**src/rtl/layer_sequencer_pkg.sv**
```systemverilog
// Shared types and default widths for the layer sequencer: FSM state
// encoding, forward/backward pass encoding and the phase counter width.
package layer_sequencer_pkg;

    localparam int unsigned BITS_DEFAULT = 16;
    localparam int unsigned CNT_W        = 5;

    typedef enum logic [2:0] {
        ST_IDLE      = 3'd0,
        ST_GAP       = 3'd1,
        ST_FWD_RUN   = 3'd2,
        ST_FWD_DRAIN = 3'd3,
        ST_BWD_RUN   = 3'd4,
        ST_DONE      = 3'd5
    } state_t;

    typedef enum logic {
        PASS_FWD = 1'b0,
        PASS_BWD = 1'b1
    } pass_t;

endpackage

```
**src/rtl/layer_sequencer_if.sv**
```systemverilog
// Request/ack handshake and neuron-datapath phase signals between a
// layer controller (master) and the layer sequencer (slave).
interface layer_sequencer_if
    import layer_sequencer_pkg::*;
#(
    parameter int BITS = BITS_DEFAULT
) ();

    logic            fwd_req;
    logic            bwd_req;
    logic            fwd_ack;
    logic            bwd_ack;
    logic            FP;
    logic            BP;
    logic [BITS-1:0] y_in;
    logic [BITS-1:0] y_out;
    logic            y_valid;
    logic            bwd_done;
    logic            busy;

    modport master (
        output fwd_req, bwd_req, y_in,
        input  fwd_ack, bwd_ack, FP, BP, y_out, y_valid, bwd_done, busy
    );

    modport slave (
        input  fwd_req, bwd_req, y_in,
        output fwd_ack, bwd_ack, FP, BP, y_out, y_valid, bwd_done, busy
    );

endinterface

```
**src/rtl/layer_sequencer_rr_arbiter2.sv**
```systemverilog
// Two-requester round-robin arbiter; bit 0 is forward, bit 1 is backward.
// The priority pointer moves past the winner only when the grant is accepted.
module rr_arbiter2 (
    input  logic       clk,
    input  logic       rst,
    input  logic [1:0] req,
    input  logic       accept,
    output logic [1:0] grant
);

    // 0: forward has priority on a tie, 1: backward has priority
    logic pri_r;
    logic [1:0] grant_s;

    // Grant selection: only a simultaneous request consults the pointer
    always_comb begin
        grant_s = 2'b00;
        case (req)
            2'b01:   grant_s = 2'b01;
            2'b10:   grant_s = 2'b10;
            2'b11:   grant_s = pri_r ? 2'b10 : 2'b01;
            default: grant_s = 2'b00;
        endcase
    end

    // Pointer update on accept: the type just served loses the next tie
    always_ff @(posedge clk) begin
        if (rst) begin
            pri_r <= 1'b0;
        end else if (accept) begin
            pri_r <= grant_s[0];
        end else begin
            pri_r <= pri_r;
        end
    end

    assign grant = grant_s;

endmodule

```
**src/rtl/layer_sequencer.sv**
```systemverilog
// Forward/backward phase sequencer for one neuron layer: arbitrates pass
// requests, drives clean FP/BP phase windows and captures the activation.
module layer_sequencer
    import layer_sequencer_pkg::*;
#(
    parameter int N    = 2,
    parameter int BITS = BITS_DEFAULT,
    parameter int PIPE = 3
) (
    input  logic               clk,
    input  logic               rst,
    layer_sequencer_if.slave   bus
);

    localparam logic [CNT_W-1:0] HALF_M1    = CNT_W'(N / 2 - 1);
    localparam logic [CNT_W-1:0] BWD_LAST   = CNT_W'(N / 2);
    localparam logic [CNT_W-1:0] DRAIN_LAST = CNT_W'(PIPE - 1);

    state_t            state_r, state_s;
    logic [CNT_W-1:0]  cnt_r, cnt_s;
    pass_t             pass_r, pass_s;
    logic [1:0]        grant_s;
    logic              accept_s;
    logic              fwd_ack_s, bwd_ack_s;
    logic              drain_last_s;
    logic              fp_r, bp_r, busy_r, y_valid_r, bwd_done_r;
    logic [BITS-1:0]   y_out_r;

    rr_arbiter2 u_arb (
        .clk    (clk),
        .rst    (rst),
        .req    ({bus.bwd_req, bus.fwd_req}),
        .accept (accept_s),
        .grant  (grant_s)
    );

    // Next-state, phase counter and the accept handshake
    always_comb begin
        state_s   = state_r;
        cnt_s     = cnt_r;
        pass_s    = pass_r;
        accept_s  = 1'b0;
        fwd_ack_s = 1'b0;
        bwd_ack_s = 1'b0;
        case (state_r)
            ST_IDLE: begin
                cnt_s = '0;
                // acks are held off while reset is asserted so nothing is accepted then lost
                if (!rst && grant_s[0]) begin
                    fwd_ack_s = 1'b1;
                    accept_s  = 1'b1;
                    pass_s    = PASS_FWD;
                    state_s   = ST_GAP;
                end else if (!rst && grant_s[1]) begin
                    bwd_ack_s = 1'b1;
                    accept_s  = 1'b1;
                    pass_s    = PASS_BWD;
                    state_s   = ST_GAP;
                end else begin
                    state_s = ST_IDLE;
                end
            end
            ST_GAP: begin
                cnt_s = '0;
                if (pass_r == PASS_FWD) begin
                    state_s = ST_FWD_RUN;
                end else begin
                    state_s = ST_BWD_RUN;
                end
            end
            ST_FWD_RUN: begin
                if (cnt_r == HALF_M1) begin
                    cnt_s   = '0;
                    state_s = ST_FWD_DRAIN;
                end else begin
                    cnt_s = cnt_r + CNT_W'(1);
                end
            end
            ST_FWD_DRAIN: begin
                if (cnt_r == DRAIN_LAST) begin
                    cnt_s   = '0;
                    state_s = ST_DONE;
                end else begin
                    cnt_s = cnt_r + CNT_W'(1);
                end
            end
            ST_BWD_RUN: begin
                if (cnt_r == BWD_LAST) begin
                    cnt_s   = '0;
                    state_s = ST_DONE;
                end else begin
                    cnt_s = cnt_r + CNT_W'(1);
                end
            end
            ST_DONE: begin
                cnt_s   = '0;
                state_s = ST_IDLE;
            end
            default: begin
                cnt_s   = '0;
                state_s = ST_IDLE;
            end
        endcase
    end

    assign drain_last_s = (state_r == ST_FWD_DRAIN) && (cnt_r == DRAIN_LAST);

    // State register plus outputs decoded from the next state so they are glitch-free
    always_ff @(posedge clk) begin
        if (rst) begin
            state_r    <= ST_IDLE;
            cnt_r      <= '0;
            pass_r     <= PASS_FWD;
            fp_r       <= 1'b0;
            bp_r       <= 1'b0;
            busy_r     <= 1'b0;
            y_valid_r  <= 1'b0;
            bwd_done_r <= 1'b0;
            y_out_r    <= '0;
        end else begin
            state_r    <= state_s;
            cnt_r      <= cnt_s;
            pass_r     <= pass_s;
            fp_r       <= (state_s == ST_FWD_RUN) || (state_s == ST_FWD_DRAIN);
            bp_r       <= (state_s == ST_BWD_RUN);
            busy_r     <= (state_s != ST_IDLE);
            y_valid_r  <= drain_last_s;
            // registered one cycle ahead so the pulse lands in the final BWD_RUN cycle
            bwd_done_r <= (state_r == ST_BWD_RUN) && (cnt_r == HALF_M1);
            if (drain_last_s) begin
                y_out_r <= bus.y_in;
            end else begin
                y_out_r <= y_out_r;
            end
        end
    end

    assign bus.fwd_ack  = fwd_ack_s;
    assign bus.bwd_ack  = bwd_ack_s;
    assign bus.FP       = fp_r;
    assign bus.BP       = bp_r;
    assign bus.busy     = busy_r;
    assign bus.y_valid  = y_valid_r;
    assign bus.bwd_done = bwd_done_r;
    assign bus.y_out    = y_out_r;

endmodule

```
**src/flat_wrapper.sv**
```systemverilog
// flat-port wrapper written by rule: the top's interface ports become plain ports
module layer_sequencer_flat import layer_sequencer_pkg::*;
#(
    parameter int N    = 2,
    parameter int BITS = BITS_DEFAULT,
    parameter int PIPE = 3
)
  (clk, rst, bus_fwd_req, bus_bwd_req, bus_y_in, bus_fwd_ack, bus_bwd_ack, bus_FP, bus_BP, bus_y_out, bus_y_valid, bus_bwd_done, bus_busy);
  layer_sequencer_if #(.BITS(BITS)) bus_i ();
  input  logic clk;
  input  logic rst;
  input wire logic [$bits(bus_i.fwd_req)-1:0] bus_fwd_req;
  input wire logic [$bits(bus_i.bwd_req)-1:0] bus_bwd_req;
  input wire logic [$bits(bus_i.y_in)-1:0] bus_y_in;
  output wire logic [$bits(bus_i.fwd_ack)-1:0] bus_fwd_ack;
  output wire logic [$bits(bus_i.bwd_ack)-1:0] bus_bwd_ack;
  output wire logic [$bits(bus_i.FP)-1:0] bus_FP;
  output wire logic [$bits(bus_i.BP)-1:0] bus_BP;
  output wire logic [$bits(bus_i.y_out)-1:0] bus_y_out;
  output wire logic [$bits(bus_i.y_valid)-1:0] bus_y_valid;
  output wire logic [$bits(bus_i.bwd_done)-1:0] bus_bwd_done;
  output wire logic [$bits(bus_i.busy)-1:0] bus_busy;
  assign bus_i.fwd_req = bus_fwd_req;
  assign bus_i.bwd_req = bus_bwd_req;
  assign bus_i.y_in = bus_y_in;
  assign bus_fwd_ack = bus_i.fwd_ack;
  assign bus_bwd_ack = bus_i.bwd_ack;
  assign bus_FP = bus_i.FP;
  assign bus_BP = bus_i.BP;
  assign bus_y_out = bus_i.y_out;
  assign bus_y_valid = bus_i.y_valid;
  assign bus_bwd_done = bus_i.bwd_done;
  assign bus_busy = bus_i.busy;
  layer_sequencer #(.N(N), .BITS(BITS), .PIPE(PIPE)) u_core (.clk(clk), .rst(rst), .bus(bus_i));
endmodule
```
**config.mk**
```make
export PLATFORM = sky130hd
export DESIGN_NAME = layer_sequencer_flat
export DESIGN_NICKNAME = d
export VERILOG_FILES = /design/src/rtl/layer_sequencer_pkg.sv /design/src/rtl/layer_sequencer_if.sv /design/src/rtl/layer_sequencer_rr_arbiter2.sv /design/src/rtl/layer_sequencer.sv /design/src/flat_wrapper.sv
export SDC_FILE = /design/constraint.sdc
export NUM_CORES = 1
export LEC_CHECK = 0
export ABC_AREA = 1
export CAP_MARGIN = 0
export CORE_MARGIN = 2
export CORE_UTILIZATION = 29
export DETAILED_ROUTE_END_ITERATION = 8
export GPL_TIMING_DRIVEN = 0
export PLACE_DENSITY = 0.58
export RECOVER_POWER = 25
export SYNTH_ARGS = -nofsm -noshare
export SYNTH_HDL_FRONTEND = slang
export SYNTH_SLANG_ARGS = --single-unit
```
**constraint.sdc**
```tcl
create_clock -name clk -period 2.21 [get_ports clk]
set_clock_uncertainty 0.05 [all_clocks]
set_input_delay 0.5525 -clock clk [delete_from_list [all_inputs] [get_ports clk]]
set_output_delay 0.5525 -clock clk [all_outputs]
set_load 0.01 [all_outputs]
```
Yosys cells after proc, flatten, opt, wreduce, memory -nomap -nowiden

Index checks and enable logic that the tools add are counted.

Bits of input ports: 20
Flip-flop bits (word level): 31
Logic and storage cells: 56
Output and inout bits: 23

Add/subtract/negate cells: 1
Mux-type cells: 22
Equality and inequality tests: 12
Reduce and logical (&&, ||, !) cells: 11

Operators with widths:

| cell                | number |
|---|---|
| $mux 3              | 5 |
| $mux 5              | 3 |
| $pmux 3 s5          | 1 |
| $pmux 5 s3          | 1 |
| $eq 3x2->1 const B  | 4 |
| $mux 1              | 10 |
| $eq 3x3->1 const B  | 2 |
| $pmux 2 s3          | 1 |
| $add 5x1->5 const B | 1 |
| $eq 5x1->1 const B  | 1 |
| $eq 5x2->1 const B  | 1 |
| $logic_not 5->1     | 1 |
| $eq 2x2->1 const B  | 2 |
| $logic_and 1x1->1   | 4 |
| $eq 3x1->1 const B  | 1 |
| $logic_not 3->1     | 1 |
| $reduce_bool 3->1   | 1 |
| $eq 2x1->1 const B  | 1 |
| $mux 2              | 1 |
| $reduce_and 2->1    | 1 |
| $reduce_bool 2->1   | 1 |
| $logic_not 1->1     | 1 |
| $logic_or 1x1->1    | 1 |

Longest topological paths before layout

Depth after elaboration: 8
Gate-level depth with buffers: 10
Depth with buffers taken out: 10

Hierarchy

A second synthesis with hierarchy kept.

Cell total of the unflattened synthesis: 173
Area total of the unflattened synthesis: 1357.6 um^2

Modules (own cells, without submodules):

| module          | area an instance (um^2) | cells an instance | instances |
|---|---|---|---|
| layer_sequencer | 1296.2                  | 162               | 1 |
| rr_arbiter2     | 61.3                    | 11                | 1 |

Least setup slack after synthesis

OpenSTA, ideal clock, no wires.

Kind: input-to-output
From: in rst
To: out bus_fwd_ack
Arrival time: 0.975 ns
Slack: 0.633 ns
Stages: 5
Path through: nor2_1 > nand3_1 > inv_1 > nand2_1 > inv_1

Word-level cells in the longest chain between the ends: 4

RTL lines:

| what              | RTL line              | RTL |
|---|---|---|
| from (decl)       | flat_wrapper.sv:11    | `input logic rst;` |
| $logic_not 1->1   | layer_sequencer.sv:49 | `if (!rst && grant_s[0]) begin` |
| $logic_and 1x1->1 | layer_sequencer.sv:49 |  |
| $mux 1            | layer_sequencer.sv:49 |  |
| $mux 1            | layer_sequencer.sv:45 | `case (state_r)` |
| to (decl)         | flat_wrapper.sv:15    | `output wire logic [$bits(bus_i.fwd_ack)-1:0] bus_fwd_ack;` |

No other way between the ends.

Final worst setup path

From: in bus_fwd_req
To: out bus_bwd_ack

Word-level cells in the longest chain between the ends: 6

RTL lines:

| what                                            | RTL line                          | RTL |
|---|---|---|
| from (decl)                                     | flat_wrapper.sv:12                | `input wire logic [$bits(bus_i.fwd_req)-1:0] bus_fwd_req;` |
| $eq 2x2->1 / $eq 2x1->1 (equally long branches) | layer_sequencer_rr_arbiter2.sv:18 | `case (req)` |
| $pmux 2 s3 (*)                                  | layer_sequencer_rr_arbiter2.sv:18 |  |
| $logic_and 1x1->1                               | layer_sequencer.sv:54             | `end else if (!rst && grant_s[1]) begin` |
| $mux 1                                          | layer_sequencer.sv:54             |  |
| $mux 1 (*)                                      | layer_sequencer.sv:49             |  |
| $mux 1 (*)                                      | layer_sequencer.sv:45             |  |
| to (decl)                                       | flat_wrapper.sv:16                | `output wire logic [$bits(bus_i.bwd_ack)-1:0] bus_bwd_ack;` |

Every way passes the cells marked *; elsewhere a longest branch is shown, timed or not.

==> flow_metrics.tcl <==
set metrics [dict create \
    outcome "finished, final reports clean" \
    grt_pass1_wl_mm 4.79 \
    max_cap_violations 0 \
    wl_per_cell_um 10.1 \
    final_cell_mix "nor2_1 (42), clkdlybuf4s50_1 (39), dfxtp_1 (31)" \
    fin_crit_sh_pct 94.3 \
    p_per_area_nw_per_um2 692 \
    path_clk_slew_ns 0.07 \
    diodes 0 \
    antenna_found_initial 0 \
    synth_area_um2 1340 \
    hold_path.class "flop to flop" \
    register_area_um2 621 \
    synth_cells 180 \
    ys_types 26 \
    cts-root-buf "clkbuf_8" \
    cts_buffer_depth 2 \
    clock-sinks 31 \
    viasPerCell 4.22 \
    arrival_ns 1.48 \
    io_buffers 42 \
    syn2layout_area_growth_pct 45.8 \
    p_leak_nw 0.851 \
    start_kind "primary input" \
    fmax_mhz 480 \
    tightest_slew_ns 0.498 \
    routabilityCongestion 0.786 \
    cts-hold-fix-buffers 0 \
    via_count 1195 \
    cts_tree "built" \
    firstDrtPassIters 4 \
    worstPathRequired_ns 1.61 \
    worstReg2RegStart "u_core.cnt_r[0]" \
    seq_area_frac_synth_pct 46.4 \
    synth_warnings 0 \
    rsz0062_at_grt "no" \
    grt_max_degree 11 \
    die-area_um2 5180 \
    critPathCaptureType "output port" \
    drtAntennaViolNets 0 \
    final_common_cell "nor2_1" \
    crit_fanout 2 \
    drive_gt1_share_pct 11.7 \
    crit_start "bus_fwd_req" \
    n_fill_cell 460 \
    fin_crit_ns 2.08 \
    start_util_pct 30.3 \
    p_total_w 0.00135 \
    final_nets 254 \
    relSlewSlack_pct 66.8 \
    dpl-instance-area_um2 1820 \
    fp.dieH_um 71.9 \
    clk_latency_ns 0.28 \
    grt_remaining_overflow 0 \
    wl_mm 2.86 \
    grt_pass1_vias 1105 \
    ir_worst_vdd_mv 0.278 \
    cts_buffers 5 \
    detail_route.iter0.violations 36 \
    io_pins 43 \
    post_synth.cell_area_avg_um2 7.44 \
    fp.dieW_um 71.9 \
    grt.total_usage_pct 12.1 \
    rows 24 \
    drc 0 \
    hp-start "u_core.bus.y_out[5]" \
    ys_ff_latch 31 \
    final-setup-viol-count 0 \
    drv_slew 0 \
    critPathKind "primary input to output port" \
    final_hold_viol_count 0 \
    final_cell_area_um2 1950 \
    dp_cells 274 \
    multi_input_area_um2 579 \
    hpwl_mm 2.07 \
    synth_nets 204 \
    h-tree-depth 2 \
    timing.hold.ws_ns 0.430 \
    core_um2 4410 \
    fin_cells 283 \
]
-- repair_timing --
item	in CTS	in global routing
buffers inserted	1	0
setup endpoints to repair	2	2
cloned	0	0
resized for setup	7	6
-- state kept, by name, summed over array words and instances (netlist names) --
signal,flops
u_core.bus.bwd_done,1
u_core.pass_r,1
u_core.bus.y_valid,1
u_core.u_arb.pri_r,1
u_core.bus.y_out,16
u_core.state_r,3
u_core.bus.busy,1
u_core.bus.BP,1
u_core.bus.FP,1
u_core.cnt_r,5
-- power by group --
group | switching (W) | leakage (nW) | internal [W]
sequential | 0.0000136 | 0.251 | 0.000579
combinational | 0.0000934 | 0.539 | 0.0000880
clock | 0.000212 | 0.0612 | 0.000365
-- worst paths after layout --
kind / to / slack [ns] / cells after the start
worst max-delay path: bus_bwd_ack / 0.13 / 8
worst min-delay path: u_core.bus.y_out[5] / 0.43 / 2
worst max register to register: u_core.bus.y_out[1] / 0.76 / 8
worst min register to register: u_core.bus.y_out[5] / 0.43 / 2
-- cell usage after synthesis --
master,n,area [µm²]
nor2_1,43,161
dfxtp_1,31,621
nand2_1,27,101
inv_1,24,90.1
o21ai_1,10,50.1
o21ai_0,7,35.0
nand3_1,6,30.0
nor3_1,5,25.0
ha_1,4,50.1
a21oi_1,3,15.0
inv_2,3,11.3
nor2_2,3,18.8
and2_1,1,6.26
buf_12,1,20.0
buf_2,1,5.00
buf_6,1,11.3
clkbuf_1,1,3.75
inv_6,1,8.76
nand2_2,1,6.26
nand3_4,1,17.5
nor2_4,1,11.3
nor3b_1,1,7.51
o211ai_1,1,7.51
o21bai_1,1,7.51
xnor2_1,1,8.76
xor2_1,1,8.76
-- per-stage QoR --
| stage | util (%) | setup WS, ns | TNS, ns |
|---|---|---|---|
| after detailed placement | 41.3 | -0.403 | -0.797 |
| after global routing | 44.2 | 0.0297 | 0 |
| after floorplan | - | 0.633 | 0 |
| after CTS | 44.3 | 0.00179 | 0 |
| final | 44.2 | 0.127 | 0 |
| after global placement | 41.3 | -0.395 | -0.786 |
-- cell type report --
cell class | instances | share of cell area [%]
Sequential cell | 31 | 31.8
Multi-Input combinational cell | 117 | 29.7
Timing Repair Buffer | 43 | 21.5
Inverter | 28 | 5.64
Clock buffer | 6 | 4.23
Tap cell | 52 | 3.33
Buffer | 4 | 1.99
Clock inverter | 2 | 1.79
-- routing by layer --
metal	wire length (µm)	vias to the layer above	track usage, %	part of all wire [%]
met5	0	-	0	0
met4	59	0	6.29	2.1
met3	198	6	4.03	6.9
met2	1160	38	18.0	40
met1	1440	500	15.5	50
li1	-	651	-	-
-- cells by family (layout without fill, tap and decap cells) --
group           count (synthesis)  count (layout)  synth area share [%]
compound gates                 22              22                  8.60
xor+xnor                        2               2                  1.31
fa+ha+maj                       4               4                  3.74
buf+inv                        32              83                  11.2
flops                          31              31                  46.4
simple gates                   89              89                  28.8
-- critical path: stages --
cell	delay (ns)
clkdlybuf4s50_1	0.45
inv_1	0.05
nand2_1	0.07
nand3_2	0.07
inv_2	0.06
nand2_1	0.06
inv_1	0.05
buf_2	0.11
Note: power is estimated with default switching activity, not from simulation.
